--- src/rtl/keypad_pkg.sv ---
`default_nettype none
// ============================================================================
// Module   : keypad_pkg
// Brief    : Shared types and constants for the 4x4 keypad scanner.
// Revision : 1.0 - initial release
// ============================================================================
package keypad_pkg;

    typedef enum logic [1:0] {
        ST_IDLE     = 2'd0,
        ST_DEBOUNCE = 2'd1,
        ST_PRESSED  = 2'd2,
        ST_RELEASE  = 2'd3
    } scan_state_t;

    typedef enum logic [1:0] {
        FR_NONE  = 2'd0,
        FR_HIT   = 2'd1,
        FR_MULTI = 2'd2
    } frame_result_t;

    localparam int c_frame_len = 16;

    // Indexed by {row, col}; entry 0 is row 0 / col 0 ('1').
    localparam logic [15:0][3:0] c_key_map = {
        4'hD, 4'hF, 4'h0, 4'hE,
        4'hC, 4'h9, 4'h8, 4'h7,
        4'hB, 4'h6, 4'h5, 4'h4,
        4'hA, 4'h3, 4'h2, 4'h1
    };

    function automatic logic [3:0] key_lookup(input logic [1:0] row, input logic [1:0] col);
        return c_key_map[{row, col}];
    endfunction

endpackage
`default_nettype wire

--- src/rtl/keypad_frame_scan.sv ---
`default_nettype none
// ============================================================================
// Module   : keypad_frame_scan
// Brief    : Row synchronizer, column drive and per-frame hit/multi detection.
// Revision : 1.0 - initial release
// ============================================================================
module keypad_frame_scan
    import keypad_pkg::*;
(
    input  logic       clk_div,
    input  logic       rst,
    input  logic [3:0] keypad_row,
    output logic [3:0] keypad_col,
    output logic       frame_end,
    output logic [1:0] frame_result,
    output logic [3:0] frame_code
);

    logic [3:0] r_row_meta;
    logic [3:0] r_row_sync;
    logic [1:0] r_phase;
    logic [1:0] r_col_idx;
    logic [1:0] r_low_cnt;
    logic [3:0] r_code;

    logic       w_sample;
    logic [3:0] w_low;
    logic [2:0] w_col_lows;
    logic [1:0] w_row_idx;
    logic [2:0] w_sum;
    logic [1:0] w_low_total;
    logic [3:0] w_code_next;

    always_ff @(posedge clk_div or negedge rst) begin
        if (!rst) begin
            r_row_meta <= 4'b1111;
            r_row_sync <= 4'b1111;
            r_phase    <= 2'd0;
            r_col_idx  <= 2'd0;
            r_low_cnt  <= 2'd0;
            r_code     <= 4'h0;
        end else begin
            r_row_meta <= keypad_row;
            r_row_sync <= r_row_meta;
            r_phase    <= r_phase + 2'd1;
            if (r_phase == 2'd3) begin
                r_col_idx <= r_col_idx + 2'd1;
            end
            if (frame_end) begin
                r_low_cnt <= 2'd0;
                r_code    <= 4'h0;
            end else if (w_sample) begin
                r_low_cnt <= w_low_total;
                r_code    <= w_code_next;
            end
        end
    end

    always_comb begin
        w_sample   = (r_phase == 2'd3);
        w_low      = ~r_row_sync;
        w_col_lows = 3'd0;
        w_row_idx  = 2'd0;
        if (w_sample) begin
            for (int i = 0; i < 4; i++) begin
                if (w_low[i]) begin
                    w_col_lows = w_col_lows + 3'd1;
                    w_row_idx  = 2'(i);
                end
            end
        end

        // Low count saturates at 2: anything beyond one low sample is a multi frame.
        w_sum       = {1'b0, r_low_cnt} + w_col_lows;
        w_low_total = (w_sum >= 3'd2) ? 2'd2 : w_sum[1:0];

        w_code_next = r_code;
        if ((r_low_cnt == 2'd0) && (w_col_lows == 3'd1)) begin
            w_code_next = key_lookup(w_row_idx, r_col_idx);
        end

        frame_end  = ({r_col_idx, r_phase} == 4'(c_frame_len - 1));
        frame_code = w_code_next;
        case (w_low_total)
            2'd0:    frame_result = FR_NONE;
            2'd1:    frame_result = FR_HIT;
            default: frame_result = FR_MULTI;
        endcase

        keypad_col = ~(4'b0001 << r_col_idx);
    end

endmodule
`default_nettype wire

--- src/rtl/keypad_scanner.sv ---
`default_nettype none
// ============================================================================
// Module   : keypad_scanner
// Brief    : 4x4 keypad scanner with frame-level debounce and key strobe.
// Revision : 1.0 - initial release
// ============================================================================
module keypad_scanner
    import keypad_pkg::*;
#(
    parameter int DEBOUNCE_SCANS = 4
)
(
    input  logic       clk_div,
    input  logic       rst,
    input  logic [3:0] keypad_row,
    output logic [3:0] keypad_col,
    output logic [3:0] key_code,
    output logic       key_valid,
    output logic       key_held
);

    localparam logic [2:0] c_debounce = 3'(DEBOUNCE_SCANS);

    logic        w_frame_end;
    logic [1:0]  w_frame_result;
    logic [3:0]  w_frame_code;

    scan_state_t r_state;
    scan_state_t w_state_next;
    logic [2:0]  r_cnt;
    logic [2:0]  w_cnt_next;
    logic [2:0]  w_cnt_inc;
    logic [3:0]  r_cand;
    logic [3:0]  w_cand_next;
    logic [3:0]  r_key_code;
    logic [3:0]  w_key_code_next;
    logic        r_key_valid;
    logic        w_key_valid_next;
    logic        r_key_held;
    logic        w_key_held_next;
    logic        w_hit;
    logic        w_none;
    logic        w_accept;

    keypad_frame_scan u_frame_scan (
        .clk_div      (clk_div),
        .rst          (rst),
        .keypad_row   (keypad_row),
        .keypad_col   (keypad_col),
        .frame_end    (w_frame_end),
        .frame_result (w_frame_result),
        .frame_code   (w_frame_code)
    );

    always_ff @(posedge clk_div or negedge rst) begin
        if (!rst) begin
            r_state     <= ST_IDLE;
            r_cnt       <= 3'd0;
            r_cand      <= 4'h0;
            r_key_code  <= 4'h0;
            r_key_valid <= 1'b0;
            r_key_held  <= 1'b0;
        end else begin
            r_state     <= w_state_next;
            r_cnt       <= w_cnt_next;
            r_cand      <= w_cand_next;
            r_key_code  <= w_key_code_next;
            r_key_valid <= w_key_valid_next;
            r_key_held  <= w_key_held_next;
        end
    end

    always_comb begin
        w_state_next     = r_state;
        w_cnt_next       = r_cnt;
        w_cand_next      = r_cand;
        w_key_code_next  = r_key_code;
        w_key_valid_next = 1'b0;
        w_accept         = 1'b0;
        w_cnt_inc        = r_cnt + 3'd1;
        w_hit            = (w_frame_result == FR_HIT);
        w_none           = (w_frame_result == FR_NONE);

        // Decisions are made only on whole frames; mid-frame cycles just hold.
        if (w_frame_end) begin
            case (r_state)
                ST_IDLE: begin
                    if (w_hit) begin
                        w_cand_next = w_frame_code;
                        w_cnt_next  = 3'd1;
                        if (c_debounce == 3'd1) begin
                            w_state_next = ST_PRESSED;
                            w_accept     = 1'b1;
                        end else begin
                            w_state_next = ST_DEBOUNCE;
                        end
                    end
                end
                ST_DEBOUNCE: begin
                    if (w_hit) begin
                        if (w_frame_code == r_cand) begin
                            w_cnt_next = w_cnt_inc;
                            if (w_cnt_inc == c_debounce) begin
                                w_state_next = ST_PRESSED;
                                w_accept     = 1'b1;
                            end
                        end else begin
                            w_cand_next = w_frame_code;
                            w_cnt_next  = 3'd1;
                        end
                    end else begin
                        w_state_next = ST_IDLE;
                        w_cnt_next   = 3'd0;
                    end
                end
                ST_PRESSED: begin
                    if (w_none) begin
                        if (c_debounce == 3'd1) begin
                            w_state_next = ST_IDLE;
                            w_cnt_next   = 3'd0;
                        end else begin
                            w_state_next = ST_RELEASE;
                            w_cnt_next   = 3'd1;
                        end
                    end
                end
                ST_RELEASE: begin
                    if (w_none) begin
                        w_cnt_next = w_cnt_inc;
                        if (w_cnt_inc == c_debounce) begin
                            w_state_next = ST_IDLE;
                            w_cnt_next   = 3'd0;
                        end
                    end else begin
                        w_state_next = ST_PRESSED;
                    end
                end
                default: begin
                    w_state_next = ST_IDLE;
                    w_cnt_next   = 3'd0;
                end
            endcase
        end

        if (w_accept) begin
            w_key_code_next  = w_cand_next;
            w_key_valid_next = 1'b1;
        end

        w_key_held_next = (w_state_next == ST_PRESSED) || (w_state_next == ST_RELEASE);
    end

    assign key_code  = r_key_code;
    assign key_valid = r_key_valid;
    assign key_held  = r_key_held;

endmodule
`default_nettype wire
--- config.mk ---
export PLATFORM = sky130hd
export DESIGN_NAME = keypad_scanner
export DESIGN_NICKNAME = d
export VERILOG_FILES = /design/src/rtl/keypad_pkg.sv /design/src/rtl/keypad_frame_scan.sv /design/src/rtl/keypad_scanner.sv
export SDC_FILE = /design/constraint.sdc
export NUM_CORES = 1
export LEC_CHECK = 0
export BUFFER_PORTS_ARGS = -buffer_cell sky130_fd_sc_hd__buf_2
export CAP_MARGIN = 20
export CORE_MARGIN = 2
export CORE_UTILIZATION = 50
export CTS_BUF_LIST = sky130_fd_sc_hd__clkbuf_2
export DETAILED_ROUTE_END_ITERATION = 10
export PLACE_DENSITY = 0.68
export SKIP_CTS_REPAIR_TIMING = 1
export SLEW_MARGIN = 20
export SYNTH_ARGS = -nofsm -noshare
export SYNTH_HDL_FRONTEND = slang
export SYNTH_SLANG_ARGS = --single-unit
export TNS_END_PERCENT = 100
--- constraint.sdc ---
create_clock -name clk_div -period 9.8 [get_ports clk_div]
set_clock_uncertainty 0.1 [all_clocks]
set_input_delay 0.98 -clock clk_div [delete_from_list [all_inputs] [get_ports clk_div]]
set_output_delay 0.98 -clock clk_div [all_outputs]
set_load 0.05 [all_outputs]
==> impl_metrics.tcl, run 1 <==
set metrics [dict create \
    pwr-share-clk_pct 22.6 \
    synth_top_area_share_pct 30.5 \
    synthTopCellsByArea "dfrtp_1 31%, dfstp_2 10%, ha_1 8.5%, o21ai_0 3.9%, inv_1 3.7%" \
    outcome "completed" \
    power.share.sequential_pct 57.7 \
    wl_um 4070 \
    slew_headroom_pct 47.0 \
    synth_top_flop_cell "dfrtp_1" \
    fin_util_pct 55.1 \
    detail_route.wl_per_cell_um 15.4 \
    worstPathRequired_ns 9.97 \
    switching_share_pct 32.9 \
    syn_inst 197 \
    dp_hpwl_um 2970 \
    post-synth-top-count-cell "dfrtp_1" \
    rsz0062_at_grt "false" \
    crit_chain "inv_1 -> ha_1 -> xnor2_1 -> ha_1 -> o21ai_0 -> a31oi_4 -> inv_1 -> fa_1 -> nor3b_1 -> nand3_1 -> a31oi_1 -> a21bo_2 -> a2bb2oi_1 -> o31ai_1" \
    clkLatencyLatePin_ns 0.38 \
    grt_max_degree 34 \
    dieArea_um2 4630 \
    fin_tns_setup_ns 0 \
    avgSynthCellArea_um2 10.4 \
    viasPerCell 5.73 \
    reg2reg_from "u_frame_scan.r_row_sync[1]" \
    synth_seq_cells 33 \
    drc 0 \
    fill_cells 363 \
    clockBufferDepth 2 \
    ys_warn_count 0 \
    hp-class "flip-flop to flip-flop" \
    switchingPower_uw 93.9 \
    synth_sequential_area_ratio_pct 40.8 \
    post-place-ws_ns 5.69 \
    dieHeight_um 68.0 \
    setup_ws_ns 5.59 \
    synth_area_um2 2050 \
    syn2layout_area_growth_pct 6.65 \
    clk_pin_slew_ns 0.19 \
    gp_congestion 0.841 \
    cp.arrival_ns 4.37 \
    startpoint_type "flip-flop" \
    hold_violations 0 \
    peakVddDrop_uv 77.4 \
    cp-endpoint "r_cnt[1]" \
    firstDrtPassIters 4 \
    setup_viol 0 \
    drv_slew 0 \
    drive_above_1_share_pct 22.9 \
    grt_pass1_vias 1499 \
    htreeDepth 2 \
    fmax_ghz 0.238 \
    p_leak_uw 0.000977 \
    cp_max_fo 6 \
    cts_made_buffers 5 \
    worst_path_dominant_cell_family "compound AO/OA/AOI/OAI gates" \
    path_class "flip-flop to flip-flop" \
    synthArstFlopShare_pct 100 \
    critPathLaunch "u_frame_scan.r_row_sync[1]" \
    grt_overflow 0 \
    cts_tree "yes" \
    die_x_um 68.0 \
    antennaDiodeCount 0 \
    slowest_stage "fa_1" \
    drtIter0Drc 81 \
    nets 234 \
    p_int_uw 192 \
    grt_pass1_wl_um 6880 \
    synthTopCellsByCount "25 x dfrtp_1, 20 x inv_1, 20 x nand2_1" \
    yosysTopAreaCell "dfrtp_1" \
    r2r_cells 14 \
    period_share_pct 42.9 \
    p_comb_share_pct 19.7 \
    syn-num-nets 218 \
    crit_path_max_incr_delay_ns 0.66 \
    timing.rr.end "r_cnt[1]" \
    num_vias 1512 \
    worstSetupEndpointType "flip-flop" \
    powerDensity_nw_per_um2 131 \
    path_buf_inv 2 \
    rrSetupSlack_ns 5.59 \
    ys_types 54 \
    cts_sinks 33 \
    synth_edf_count 0 \
    rows 23 \
    antenna_left 0 \
    finalCriticalPeriod_ns 4.21 \
    initial_utilization_pct 51.6 \
    io_pins 16 \
    antenna_found_initial 0 \
    portBuffers 15 \
    cp_num_cells 14 \
    coreArea_um2 3970 \
    grt_use_total_pct 20.1 \
    worst_pin_slew_ns 0.795 \
    cap_violations 0 \
    root_buffer "clkbuf_2" \
]
[registers in the layout (all words and copies together), names as in the netlist]
register / count
key_code: 4
key_held: 1
key_valid: 1
r_cand: 4
r_cnt: 3
r_state: 2
u_frame_scan.r_code: 4
u_frame_scan.r_col_idx: 2
u_frame_scan.r_low_cnt: 2
u_frame_scan.r_phase: 2
u_frame_scan.r_row_meta: 4
u_frame_scan.r_row_sync: 4
[worst min-delay path by stage]
stage | from | end | slack (ns) | cells past startpoint
after floorplan | u_frame_scan.r_row_meta[0] | u_frame_scan.r_row_sync[0] | 0.25 | 0
after global placement | u_frame_scan.r_row_meta[2] | u_frame_scan.r_row_sync[2] | 0.25 | 0
after detailed placement | u_frame_scan.r_row_meta[3] | u_frame_scan.r_row_sync[3] | 0.25 | 0
after CTS | u_frame_scan.r_row_meta[2] | u_frame_scan.r_row_sync[2] | 0.25 | 0
after global routing | u_frame_scan.r_row_meta[2] | u_frame_scan.r_row_sync[2] | 0.25 | 0
final | u_frame_scan.r_row_meta[2] | u_frame_scan.r_row_sync[2] | 0.24 | 0
[placed cells by master, fill, tap and decap left out, types with 3 or more instances in the layout]
cell      Yosys  final
o21ai_0      16     16
buf_2         2     15
ha_1         14     14
mux2i_1       5      5
nand3_1       4      4
nor2_1        5      5
xor2_1        5      5
nor2b_1       6      6
dfstp_2       8      8
a21oi_1       5      5
clkbuf_2      1      6
inv_1        20     20
mux2_4        5      5
dfrtp_1      25     25
a22o_1        3      3
nor3_1        3      3
o211ai_1      3      3
nand2_1      20     20
[cells by family after synthesis]
kind of cell	count (synthesis)	synth area share, %
buffers and inverters	26	5.67
flip-flops	33	40.8
AND/OR/NAND/NOR	50	13.3
XOR/XNOR	8	3.78
AO/OA/AOI/OAI	54	20.3
adder cells (fa/ha/maj)	15	9.52
multiplexers	11	6.65
[layout make-up]
class,instances,area [um2],share of cell area (%)
multi-input combinational,138,1100,50.2
sequential,33,836,38.2
timing repair buffer,15,75.1,3.43
inverter,20,75.1,3.43
tap,50,62.6,2.86
clock buffer,6,30.0,1.37
clock inverter,2,10.0,0.458
[through the flow]
step | power (uW) | std cells | area, um2 | hold slack [ns]
after CTS | 289 | 264 | 2190 | 0.245
after global placement | 220 | 256 | 2150 | 0.246
after detailed placement | 223 | 256 | 2150 | 0.251
after floorplan | 209 | 197 | 2050 | 0.245
final | 286 | 264 | 2190 | 0.240
after global routing | 304 | 264 | 2190 | 0.251
[per-layer routing]
| layer | wire length (um) | track usage, % | part of all wire [%] | vias up |
|---|---|---|---|---|
| li1 | - | - | - | 735 |
| met1 | 1900 | 25.8 | 47 | 732 |
| met2 | 1950 | 33.5 | 48 | 41 |
| met3 | 178 | 4.77 | 4.4 | 4 |
| met4 | 37 | 6.50 | 0.91 | 0 |
| met5 | 0 | 0 | 0 | - |
[power by group through the flow]
stage                     registers (uW)  clock network [uW]  logic, uW
after floorplan                      158                   0       50.8
after global routing                 167                74.6       62.2
after global placement               166                   0       54.6
after CTS                            164                68.6       56.6
after detailed placement             167                   0       56.7
final                                165                64.5       56.3
Power figures use the tool's default switching activity.
==> run 2, diff against run 1 <==
PLACE_DENSITY = 0.71   (was 0.68)
clock period = 3.85 ns   (was 9.8 ns; I/O delays follow)
==> run 2 against run 1 <==
Against the previous run: utilization rose by 3.6 points; register-to-register slack got worse by 5.4 ns; non-clock buffer count rose by 11; wire length fell by 4.6%; clock power rose to 3.7 times the previous value.
==> impl_metrics.tcl, run 2 (same netlist as run 1, synthesis figures left out) <==
set metrics [dict create \
    outcome "completed" \
    switchingPower_uw 250 \
    hold_violations 0 \
    r2r_cells 15 \
    wl_met1_um 1880 \
    clkLatencyLatePin_ns 0.41 \
    worst_pin_slew_ns 0.738 \
    drv_slew 0 \
    timing.rr.end "r_cnt[0]" \
    wl_um 3880 \
    top_layer_used "met4" \
    syn2layout_area_growth_pct 13.6 \
    nets 245 \
    cp_max_fo 4 \
    detail_route.wl_per_cell_um 14.1 \
    period_share_pct 94.4 \
    grt_pass1_vias 1371 \
    slew_headroom_pct 50.8 \
    crit_path_max_incr_delay_ns 0.60 \
    final_common_cell "dfrtp_1" \
    drtIter0Drc 92 \
    grt_overflow 0 \
    hp-class "flip-flop to flip-flop" \
    rrSetupSlack_ns 0.21 \
    p_comb_share_pct 18.5 \
    firstDrtPassIters 4 \
    die_x_um 68.0 \
    grt_pass1_wl_um 6420 \
    antenna_found_initial 0 \
    fin_util_pct 58.7 \
    finalCriticalPeriod_ns 3.64 \
    fill_cells 355 \
    coreArea_um2 3970 \
    cts_tree "yes" \
    drive_above_1_share_pct 25.8 \
    crit_chain "inv_1 -> ha_1 -> xnor2_2 -> ha_1 -> o21ai_0 -> a31oi_4 -> inv_1 -> fa_2 -> nor3b_2 -> nand3_1 -> a31oi_2 -> buf_4 -> mux2_2 -> a32oi_1 -> o31a_1" \
    antennaDiodeCount 0 \
    io_pins 16 \
    rsz0062_at_grt "true" \
    grt_use_total_pct 18.9 \
    worstSetupEndpointType "flip-flop" \
    cap_violations 0 \
    setup_viol 0 \
    gp_congestion 0.841 \
    p_leak_uw 0.00104 \
    startpoint_type "flip-flop" \
    reg2reg_from "u_frame_scan.r_row_sync[1]" \
    powerDensity_nw_per_um2 345 \
    clockBufferDepth 2 \
    holdPathStages 0 \
    antenna_left 0 \
    power.share.sequential_pct 52.1 \
    fmax_ghz 0.275 \
    slowest_stage "dfstp_2" \
    hold_start "u_frame_scan.r_row_meta[1]" \
    dieHeight_um 68.0 \
    routed-wl-met2_um 1820 \
    num_vias 1482 \
    viasPerCell 5.39 \
    grt_max_degree 34 \
    portBuffers 15 \
    setup_ws_ns 0.215 \
    final_cell_mix "25 x dfrtp_1, 20 x inv_1, 20 x nand2_1" \
    fin_tns_setup_ns 0 \
    clk_pin_slew_ns 0.19 \
    p_int_uw 554 \
    dp_hpwl_um 2740 \
    cts_sinks 33 \
    rows 23 \
    dieArea_um2 4630 \
    switching_share_pct 31.1 \
    cts_made_buffers 5 \
    root_buffer "clkbuf_2" \
    worst_path_dominant_cell_family "adder cells" \
    worstHoldEndpoint "u_frame_scan.r_row_sync[1]" \
    worstPathRequired_ns 4.11 \
    route.met3.wl_um 114 \
    htreeDepth 2 \
    initial_utilization_pct 51.6 \
    path_class "flip-flop to flip-flop" \
    post-place-ws_ns 0.131 \
    path_buf_inv 3 \
    pwr-share-clk_pct 29.5 \
    cp.arrival_ns 3.90 \
    drc 0 \
    peakVddDrop_uv 167 \
]
-- run 2: routing by layer --
metal | GRT usage [%] | vias up
li1 | - | 758
met1 | 25.4 | 698
met2 | 29.2 | 20
met3 | 4.93 | 6
met4 | 7.50 | 0
met5 | 0 | -
-- run 2: final cells by class --
type / instances / area [um2] / area share, %
clock buffer: 5 / 25.0 / 1.07
timing repair buffer: 26 / 170 / 7.30
tap: 50 / 62.6 / 2.69
sequential: 33 / 836 / 35.9
clock inverter: 3 / 41.3 / 1.77
multi-input combinational: 138 / 1120 / 48.1
inverter: 20 / 75.1 / 3.22
-- run 2: power groups by stage --
stage / clock network, uW / registers [uW] / logic (uW)
2_1_floorplan: 0 / 403 / 129
3_3_place_gp: 0 / 424 / 138
3_5_place_dp: 0 / 425 / 143
4_1_cts: 241 / 419 / 143
5_1_grt: 255 / 424 / 167
6_report: 237 / 419 / 148
-- run 2: worst max path at each step --
stage	startpoint	end	slack [ns]	depth (start not counted)
after global routing	u_frame_scan.r_row_sync[1]	key_code[2]	-0.007	12
after CTS	u_frame_scan.r_row_sync[1]	r_cnt[0]	0.10	14
after floorplan	u_frame_scan.r_row_sync[1]	r_cnt[1]	0.22	14
after global placement	u_frame_scan.r_row_sync[1]	r_cnt[0]	0.19	14
final	u_frame_scan.r_row_sync[1]	r_cnt[0]	0.21	15
after detailed placement	u_frame_scan.r_row_sync[1]	key_code[1]	0.13	12
-- run 2: worst register-to-register path: stages (launching register included) --
cell and delay [ns]:
dfstp_2 0.60, inv_1 0.05, ha_1 0.31, xnor2_2 0.20, ha_1 0.26, o21ai_0 0.28
a31oi_4 0.07, inv_1 0.10, fa_2 0.47, nor3b_2 0.17, nand3_1 0.12, a31oi_2 0.10
buf_4 0.16, mux2_2 0.26, a32oi_1 0.18, o31a_1 0.16
-- run 2: through the flow --
stage          hold WS [ns]  power, uW  cells  area, um2
6_report              0.240        804    275       2330
5_1_grt               0.271        846    275       2330
4_1_cts             -0.0728        802    268       2240
3_5_place_dp          0.249        567    260       2180
3_3_place_gp          0.245        562    260       2180
2_1_floorplan       -0.0106        533    197       2050
==> run 3, diff against run 2 <==
CORE_UTILIZATION = 23   (was 50)
PLACE_DENSITY = default   (was 0.71)
==> run 3 against run 2 <==
Against the previous run: global-route usage down 9.9 points; fmax fell by 1.8%; largest cell class unchanged; utilization down 31 points.
==> impl_metrics.tcl, run 3 (same netlist as run 1, synthesis figures left out) <==
set metrics [dict create \
    outcome "completed" \
    root_buffer "clkbuf_2" \
    grt_pass1_vias 1510 \
    cap_violations 0 \
    path_class "flip-flop to flip-flop" \
    num_vias 1534 \
    firstDrtPassIters 4 \
    final_cell_mix "25 x dfrtp_1, 20 x inv_1, 20 x nand2_1" \
    drive_above_1_share_pct 26.4 \
    htreeDepth 2 \
    portBuffers 15 \
    worst_pin_slew_ns 0.719 \
    antenna_found_initial 0 \
    drv_slew 0 \
    viasPerCell 4.58 \
    peakVddDrop_uv 119 \
    hold_violations 0 \
    setup_viol 0 \
    antenna_left 0 \
    drc 0 \
    syn2layout_area_growth_pct 18.5 \
    p_leak_uw 0.00107 \
    slew_headroom_pct 52.0 \
    crit_chain "inv_1 -> ha_1 -> xnor2_2 -> ha_1 -> o21ai_0 -> a31oi_4 -> inv_1 -> fa_2 -> nor3b_1 -> nand3_1 -> a31oi_4 -> a21bo_2 -> a2bb2oi_1 -> o31ai_1" \
    cp_num_cells 14 \
    initial_utilization_pct 23.6 \
    dieArea_um2 9690 \
    worstPathRequired_ns 4.05 \
    hp-class "flip-flop to flip-flop" \
    fmax_ghz 0.270 \
    finalCriticalPeriod_ns 3.70 \
    rows 34 \
    cp.arrival_ns 3.90 \
    clk_pin_slew_ns 0.19 \
    antennaDiodeCount 0 \
    cts_tree "yes" \
    rsz0062_at_grt "true" \
    use_met2_pct 15.0 \
    r2r_cells 14 \
    holdPathStages 0 \
    detail_route.wl_per_cell_um 12.5 \
    cts_made_buffers 5 \
    grt_max_degree 34 \
    grt_util_met1_pct 11.4 \
    dieHeight_um 98.4 \
    powerDensity_nw_per_um2 332 \
    worstSetupEndpointType "flip-flop" \
    clkLatencyLatePin_ns 0.39 \
    gp_congestion 0.822 \
    dp_hpwl_um 3090 \
    hold-worst-slack_ns 0.266 \
    drtIter0Drc 49 \
    die_x_um 98.4 \
    post_dp_cell_area_um2 2260 \
    io_pins 16 \
    grt_pass1_wl_um 7080 \
    grt_overflow 0 \
    grt_use_total_pct 9.08 \
    wl_um 4180 \
    clockBufferDepth 2 \
    worst_path_dominant_cell_family "adder cells" \
    crit_path_max_incr_delay_ns 0.59 \
    period_share_pct 96.1 \
    use_met3_pct 2.55 \
    nets 247 \
    cts_sinks 33 \
    slowest_stage "fa_2" \
    final_common_cell "dfrtp_1" \
    top_usage_layer "met2" \
    coreArea_um2 8680 \
    cp_max_fo 4 \
    startpoint_type "flip-flop" \
    path_buf_inv 2 \
    final_area_um2 2430 \
]
[run 3: cell types whose count changed in the layout (fill, tap and decap cells not counted), sizes merged]
cell,before,now
buf,21,23
clkinvlp,1,0
clkbuf,5,6
[run 3: layer usage]
metal  vias to the layer above  wire, um
met5                         -         0
li1                        757         -
met4                         0        46
met2                        19      2020
met1                       753      2000
met3                         5       113
[run 3: cell type report]
cell class,instances,area [um2]
fillers,940,6250
multi-input cells,138,1140
flip-flops and latches,33,836
repair buffers,28,185
well taps,108,135
inverters,20,75.1
clock inverters,2,33.8
clock buffers,6,30.0
[run 3: report_power, final]
group	leakage (uW)	internal (uW)	switching [uW]
logic	0.000601	71.6	79.5
clock network	0.0000406	111	126
registers	0.000427	376	42.8
total	0.00107	559	248
[run 3: path summary, 6_finish.rpt]
check                                            from                    endpoint  slack (ns)
max reg2reg                u_frame_scan.r_row_sync[0]                    r_cnt[1]        0.15
min in group asynchronous                         rst                   r_cand[2]        0.47
max in group asynchronous                         rst   u_frame_scan.r_low_cnt[1]        2.71
min reg2reg                u_frame_scan.r_row_meta[0]  u_frame_scan.r_row_sync[0]        0.27
max                        u_frame_scan.r_row_sync[0]                    r_cnt[1]        0.15
min                        u_frame_scan.r_row_meta[0]  u_frame_scan.r_row_sync[0]        0.27
[run 3: per-stage QoR]
stage	setup TNS, ns	power [uW]	cells	util [%]	setup WS, ns
floorplan	0	533	197	-	0.223
global placement	0	564	319	26.0	0.112
detailed placement	0	571	319	26.0	0.0617
CTS	0	812	327	26.7	0.0365
global route	-0.0829	857	335	28.0	-0.0252
finish	0	807	335	28.0	0.149
